==> src/rtl/imem_boot_loader.sv <==
// Boot loader: streams a program into instruction memory, holds the CPU in reset while loading,
// then runs it for RUN_CYCLES clocks. Optional feature macro: BOOT_LOADER_CHECKSUM_EN.
//
// state  | meaning
// IDLE   | waiting for start_i, CPU held in reset
// LOAD   | accepting words into instruction memory, CPU held in reset
// RUN    | CPU released, run timer counting down
// DONE   | run budget spent, CPU stays released, results may be sampled
module imem_boot_loader #(
   parameter int ADDR_W     = 5,
   parameter int RUN_CYCLES = 5
) (
   input  logic              clk_i,
   input  logic              rst_i,
   input  logic              start_i,
   input  logic [31:0]       word_i,
   input  logic              word_valid_i,
   input  logic              last_i,
   output logic              word_ready_o,
   output logic              im_we_o,
   output logic [ADDR_W-1:0] im_widx_o,
   output logic [31:0]       im_wdata_o,
   output logic              cpu_rst_n_o,
   output logic              busy_o,
   output logic              done_o,
   output logic [ADDR_W:0]   load_count_o,
   output logic              trunc_o,
   output logic [31:0]       chk_sum_o
);

   localparam int RC_W = (RUN_CYCLES > 1) ? $clog2(RUN_CYCLES) : 1;
   localparam logic [RC_W-1:0] RC_INIT = RC_W'(RUN_CYCLES - 1);

   typedef enum logic [1:0] {S_IDLE, S_LOAD, S_RUN, S_DONE} state_t;

   state_t            state_q, state_d;
   logic [ADDR_W-1:0] wp_q, wp_d;
   logic [ADDR_W:0]   cnt_q, cnt_d;
   logic              trunc_q, trunc_d;
   logic [RC_W-1:0]   rc_q, rc_d;
   logic              accept;
   logic              wp_full;
   logic              clear;

   always_ff @(posedge clk_i) begin
      if (rst_i) begin
         state_q <= S_IDLE;
         wp_q    <= '0;
         cnt_q   <= '0;
         trunc_q <= 1'b0;
         rc_q    <= '0;
      end else begin
         state_q <= state_d;
         wp_q    <= wp_d;
         cnt_q   <= cnt_d;
         trunc_q <= trunc_d;
         rc_q    <= rc_d;
      end
   end

   assign word_ready_o = (state_q == S_LOAD) & ~rst_i;
   assign accept       = word_valid_i & word_ready_o;
   assign wp_full      = &wp_q;
   assign clear        = ((state_q == S_IDLE) || (state_q == S_DONE)) && start_i;

   always_comb begin
      state_d = state_q;
      wp_d    = wp_q;
      cnt_d   = cnt_q;
      trunc_d = trunc_q;
      rc_d    = rc_q;
      case (state_q)
         S_IDLE, S_DONE: begin
            if (start_i) begin
               state_d = S_LOAD;
               wp_d    = '0;
               cnt_d   = '0;
               trunc_d = 1'b0;
            end
         end
         S_LOAD: begin
            if (accept) begin
               cnt_d = cnt_q + 1'b1;
               // pointer saturates at the top index so it never wraps onto word 0
               if (!wp_full) wp_d = wp_q + 1'b1;
               if (last_i) begin
                  state_d = S_RUN;
                  rc_d    = RC_INIT;
               end else if (wp_full) begin
                  state_d = S_RUN;
                  trunc_d = 1'b1;
                  rc_d    = RC_INIT;
               end
            end
         end
         S_RUN: begin
            if (rc_q == '0) state_d = S_DONE;
            else            rc_d    = rc_q - 1'b1;
         end
         default: state_d = S_IDLE;
      endcase
   end

   assign im_we_o      = accept;
   assign im_widx_o    = wp_q;
   assign im_wdata_o   = word_i;
   assign cpu_rst_n_o  = (state_q == S_RUN) || (state_q == S_DONE);
   assign busy_o       = (state_q == S_LOAD) || (state_q == S_RUN);
   assign done_o       = (state_q == S_DONE);
   assign load_count_o = cnt_q;
   assign trunc_o      = trunc_q;

`ifdef BOOT_LOADER_CHECKSUM_EN
   logic [31:0] sum_q, sum_d;

   always_ff @(posedge clk_i) begin
      if (rst_i) sum_q <= '0;
      else       sum_q <= sum_d;
   end

   always_comb begin
      sum_d = sum_q;
      if (clear)       sum_d = '0;
      else if (accept) sum_d = sum_q + word_i;
   end

   assign chk_sum_o = sum_q;
`else
   assign chk_sum_o = '0;
`endif

endmodule
==> config.mk <==
export PLATFORM = sky130hd
export DESIGN_NAME = imem_boot_loader
export DESIGN_NICKNAME = d
export VERILOG_FILES = /design/src/rtl/imem_boot_loader.sv
export SDC_FILE = /design/constraint.sdc
export NUM_CORES = 1
export LEC_CHECK = 0
export CAP_MARGIN = 10
export CORE_MARGIN = 3
export CORE_UTILIZATION = 30
export CTS_BUF_LIST = sky130_fd_sc_hd__clkbuf_8
export CTS_CLUSTER_SIZE = 12
export DETAILED_ROUTE_END_ITERATION = 8
export DONT_BUFFER_PORTS = 1
export PLACE_DENSITY = 0.53
export SETUP_SLACK_MARGIN = 0.2
export SLEW_MARGIN = 20
export SYNTH_ARGS = -nofsm -noshare
export SYNTH_HDL_FRONTEND = slang
export SYNTH_SLANG_ARGS = --single-unit
==> constraint.sdc <==
create_clock -name clk_i -period 2.55 [get_ports clk_i]
set_clock_uncertainty 0.05 [all_clocks]
set_input_delay 0.255 -clock clk_i [delete_from_list [all_inputs] [get_ports clk_i]]
set_output_delay 0.255 -clock clk_i [all_outputs]
set_load 0.05 [all_outputs]
# Word-level counts from Yosys, hierarchy flattened
# Index checks and enable logic that the tools add are counted.
# totals
register_bits	17
in_bits	37
output_inout_bits	81
word_cells	58
# op_classes
addsub	3
n_eq_ne	11
mux	23
bitwise	3
reduce_logical	13
# ops
op	count
$mux 5	3
$ne 2x2->1 const B	7
$mux 3	4
$mux 6	2
$pmux 6 s2	1
$reduce_and 4->1	3
$mux 2	5
$pmux 5 s2	1
$reduce_and 5->1	2
$add 6x1->6 const B	1
$pmux 2 s3	1
$pmux 3 s2	1
$add 5x1->5 const B	1
$eq 2x2->1 const B	2
$mux 1	4
$reduce_bool 2->1	2
$logic_not 3->1	1
$ne 3x3->1 const B	1
$reduce_and 3->1	1
$sub 3x1->3 const B	1
$and 1x1->1	2
$eq 2x1->1 const B	1
$logic_not 2->1	1
$logic_or 1x1->1	2
3 further kinds	3

# Depth between registers and ports, before layout
# depth
depth_word	5
mapped_depth	7
depth_no_buf	7

# Worst setup path before layout
# Ideal clock, no wire load.
# synth_timing
path_type	reg2reg
startpoint	register wp_q[0] (netlist: im_widx_o[0])
endpoint	register state_q[1]
setup_time_ns	0.071
arrival_time_ns	2.007
required_ns	2.429
setup_slack_ns	0.423
path_stages_with_launch	8
n_path_buf	0
synth_period_minus_slack_ns	2.127
path_cell_list	dfxtp_1 -> ha_1 -> and3_1 -> ha_1 -> nor2_1 -> o21a_1 -> or3_1 -> a21oi_1
# synth_between
elab_chain_cells	3
# synth_lines
element	line_no	text
start, declared	37	logic [ADDR_W-1:0] wp_q, wp_d;
start signal, assigned	54	wp_q <= wp_d;
$reduce_and 5->1	63	assign wp_full = &wp_q;
$ne 3x3->1 (no line)	-	
$reduce_and 4->1 (no line)	-	
end signal, assigned	53	state_q <= state_d;
end, declared	36	state_t state_q, state_d;
# Every way passes these cells.
# A chain may end at the register's enable or synchronous reset.

# Worst setup path in the final report
# layout_timing
startpoint	register state_q[0]
endpoint	register cnt_q[5] (netlist: load_count_o[5])
# layout_between
elab_chain_cells	5
word_cells_on_any_way	11
classes_between	eq/ne: 4; mux: 1; bitwise: 2; reduce/logical: 4
# layout_lines
element	line_no	text
$eq 2x1->1	61, 72	
$and 1x1->1	61	assign word_ready_o = (state_q == S_LOAD) & ~rst_i;
$and 1x1->1	62	assign accept = word_valid_i & word_ready_o;
$ne 2x2->1 (no line)	-	
$reduce_and 3->1 (no line)	-	
end signal, assigned	55	cnt_q <= cnt_d;
end, declared	38	logic [ADDR_W:0] cnt_q, cnt_d;
# Several ways; a longest one is shown, not always the timed one.

==> results_dict.tcl <==
set metrics [dict create \
    tritoncts_clock_tree "done" \
    root_cell_of_the_clock_tree "sky130_fd_sc_hd__clkbuf_8" \
    ant_nets 0 \
    final-hold-violation-count 0 \
    floorplan.initialDensity 0.3220 \
    path_clk_slew_ns 0.07 \
    final.fill_count 505 \
    top_signal_layer_used "met4" \
    ys_seq_elements 17 \
    portBuffers 0 \
    place.gp.congestion 0.7440 \
    grt_pass1_vias 854 \
    critPathMaxFanout 15 \
    synth_seq_area_share 0.2331 \
    final_net_count 203 \
    global_route_usage_over_all_layers 0.09120 \
    hold_class "input port to flip-flop" \
    post_synth_inst_count 180 \
    total_wirelength_of_the_detailed_routed_design_mm 2.503 \
    synth_enable_flop_cells 0 \
    status "finished clean" \
    grt_max_degree 18 \
    wl_met2_mm 1.099 \
    holdWs_ns 0.01748 \
    grt.overflow.total 0 \
    n_antenna_cell 0 \
    detail_route.first_pass.iterations 4 \
    initial_antenna_violation_count 0 \
    route.layer.met1.wl_mm 1.126 \
    unrepaired_setup_endpoints_after_global_routing "no" \
    post_route_cells_drive_above_1_share 0.08917 \
    layout.cells.most_common "sky130_fd_sc_hd__conb_1" \
    total_leakage_power_nw 0.5672 \
    yosysWarnings 0 \
    wl_per_cell_um 11.27 \
    synth_area_sq_um 1460 \
    timing.max_cap.violations 0 \
    placementRows 24 \
    ir_drop_mv 0.4668 \
    startpoint_kind_of_the_worst_setup_timing_path "flip-flop" \
    setup_tns_ns 0 \
    global_route_wire_length_before_repair_mm 4.043 \
    tightestPinTransition_ns 0.6103 \
    timing_max_transition_violations_final 0 \
    slew_margin_rel 0.5926 \
    io-pin-count 118 \
    dominantRegCellSynth "sky130_fd_sc_hd__dfxtp_1" \
    vias 910 \
    length_of_routed_met3_wiring_um 264 \
    syn_area_per_cell_sq_um 8.112 \
    die_y_um 75.77 \
    criticalPathCategory "flip-flop to flip-flop" \
    setup_viol 0 \
    layout_worst_path_cycle_share 0.8248 \
    cts_htree_levels 1 \
    post-route-drc-count 0 \
    fmaxAchievable_mhz 475.5 \
    total_cts_buffers 3 \
    rr_worst_depth 5 \
    route.detailed.vias_per_inst 4.099 \
    yosys.cell_types.count 37 \
    worst_skew_pair.late_latency_ns 0.25 \
    dpl.hpwl_mm 1.945 \
    fp.dieArea_sq_um 5740 \
    drt_iter0_markers 41 \
    critical_path.endpoint_type "flip-flop" \
    max-clock-path-buffers 2 \
    timing.hold.worst_path_depth 1 \
    worst-endpoint-arrival_ns 2.24 \
    core_area_sq_um 4534 \
    layout_common_cells "sky130_fd_sc_hd__conb_1 (32), sky130_fd_sc_hd__dfxtp_1 (17), sky130_fd_sc_hd__inv_1 (11), sky130_fd_sc_hd__a21oi_1 (9), sky130_fd_sc_hd__buf_4 (9)" \
    worst_ep_required_time_ns 2.69 \
    tritoncts_num_sinks 17 \
    final.min_clock_period_ns 2.103 \
    area_growth_pct -12.25 \
    die_w_um 75.77 \
    synth_async_sr_flop_share 0 \
    pwr_density_cell_nw_per_um2 1025 \
]
## where the power goes
group          leakage [nW]  internal [mW]  switching (mW)
clock network        0.0269          0.107          0.0905
registers             0.138          0.302          0.0474
logic                 0.402          0.199           0.568
## synth_stat cells, types with 3 or more instances
library cell	number	area, sq um
sky130_fd_sc_hd__o211ai_1	3	22.52
sky130_fd_sc_hd__nand3_1	5	25.02
sky130_fd_sc_hd__or4_1	3	22.52
sky130_fd_sc_hd__inv_1	10	37.54
sky130_fd_sc_hd__o31ai_1	4	30.03
sky130_fd_sc_hd__dfxtp_1	17	340.3
sky130_fd_sc_hd__nor2_1	7	26.28
sky130_fd_sc_hd__ha_1	8	100.1
sky130_fd_sc_hd__a21oi_1	9	45.04
sky130_fd_sc_hd__buf_4	65	488.0
sky130_fd_sc_hd__nand4_1	3	18.77
sky130_fd_sc_hd__nand2_1	7	26.28
sky130_fd_sc_hd__clkbuf_1	3	11.26
sky130_fd_sc_hd__nand2b_1	6	37.54
## timing repair
item,CTS,global route
hold endpoints to repair,0,1
hold buffers,0,1
gates resized for setup,0,0
setup buffers,0,0
## sequential cells by signal (all words and copies together) (netlist names)
register      cells
rc_q              3
trunc_o           1
load_count_o      6
state_q           2
im_widx_o         5
## logic make-up (layout without fill, tap and decap cells)
| group | Yosys count | count (layout) | synth area share |
|---|---|---|---|
| buffers and inverters | 78 | 24 | 0.3676 |
| AO/OA/AOI/OAI | 29 | 29 | 0.1380 |
| adder cells (fa/ha/maj) | 8 | 8 | 0.06855 |
| other | 1 | 32 | 0.002568 |
| multiplexers | 1 | 1 | 0.006855 |
| flip-flops | 17 | 17 | 0.2331 |
| AND/OR/NAND/NOR | 44 | 44 | 0.1714 |
| XOR/XNOR | 2 | 2 | 0.01200 |
## cell type report
type / count / area (sq um) / area share
clock inverter: 1 / 3.754 / 0.002930
clock buffer: 3 / 41.29 / 0.03223
multi-input combinational: 116 / 699.4 / 0.5459
sequential: 17 / 340.3 / 0.2656
inverter: 10 / 37.54 / 0.02930
timing repair buffer: 10 / 77.57 / 0.06055
tap: 65 / 81.33 / 0.06348
## final timing paths
path | startpoint | to | slack, ns
hold / removal | rst_i | im_widx_o[4] | 0.02
setup reg to reg | state_q[0] | load_count_o[5] | 0.45
setup / recovery | state_q[0] | load_count_o[5] | 0.45
hold reg to reg | rc_q[0] | rc_q[0] | 0.43
## per-stage QoR
stage                 util  cell area [sq um]  setup slack [ns]  instances  power [mW]
finish              0.2826               1281            0.4469        222       1.314
global route        0.2826               1281            0.2614        222       1.430
CTS                 0.2804               1271            0.4554        221       1.336
detailed placement  0.2704               1226            0.4844        217       1.128
global placement    0.2704               1226            0.5457        217       1.124
floorplan                -               1577            0.4229        211       1.184
## routing by layer
layer	vias up	track usage
li1	465	-
met1	401	0.1157
met5	-	0
met2	38	0.1340
met3	6	0.05277
met4	0	0.01942
## critical path, stage by stage, from the launching register on
cell and delay (ns):
sky130_fd_sc_hd__dfxtp_1 0.39, sky130_fd_sc_hd__ha_1 0.47, sky130_fd_sc_hd__and3b_1 0.34, sky130_fd_sc_hd__o21ai_4 0.13, sky130_fd_sc_hd__or4_1 0.51, sky130_fd_sc_hd__a21oi_1 0.14
(Power assumes the default switching activity.)
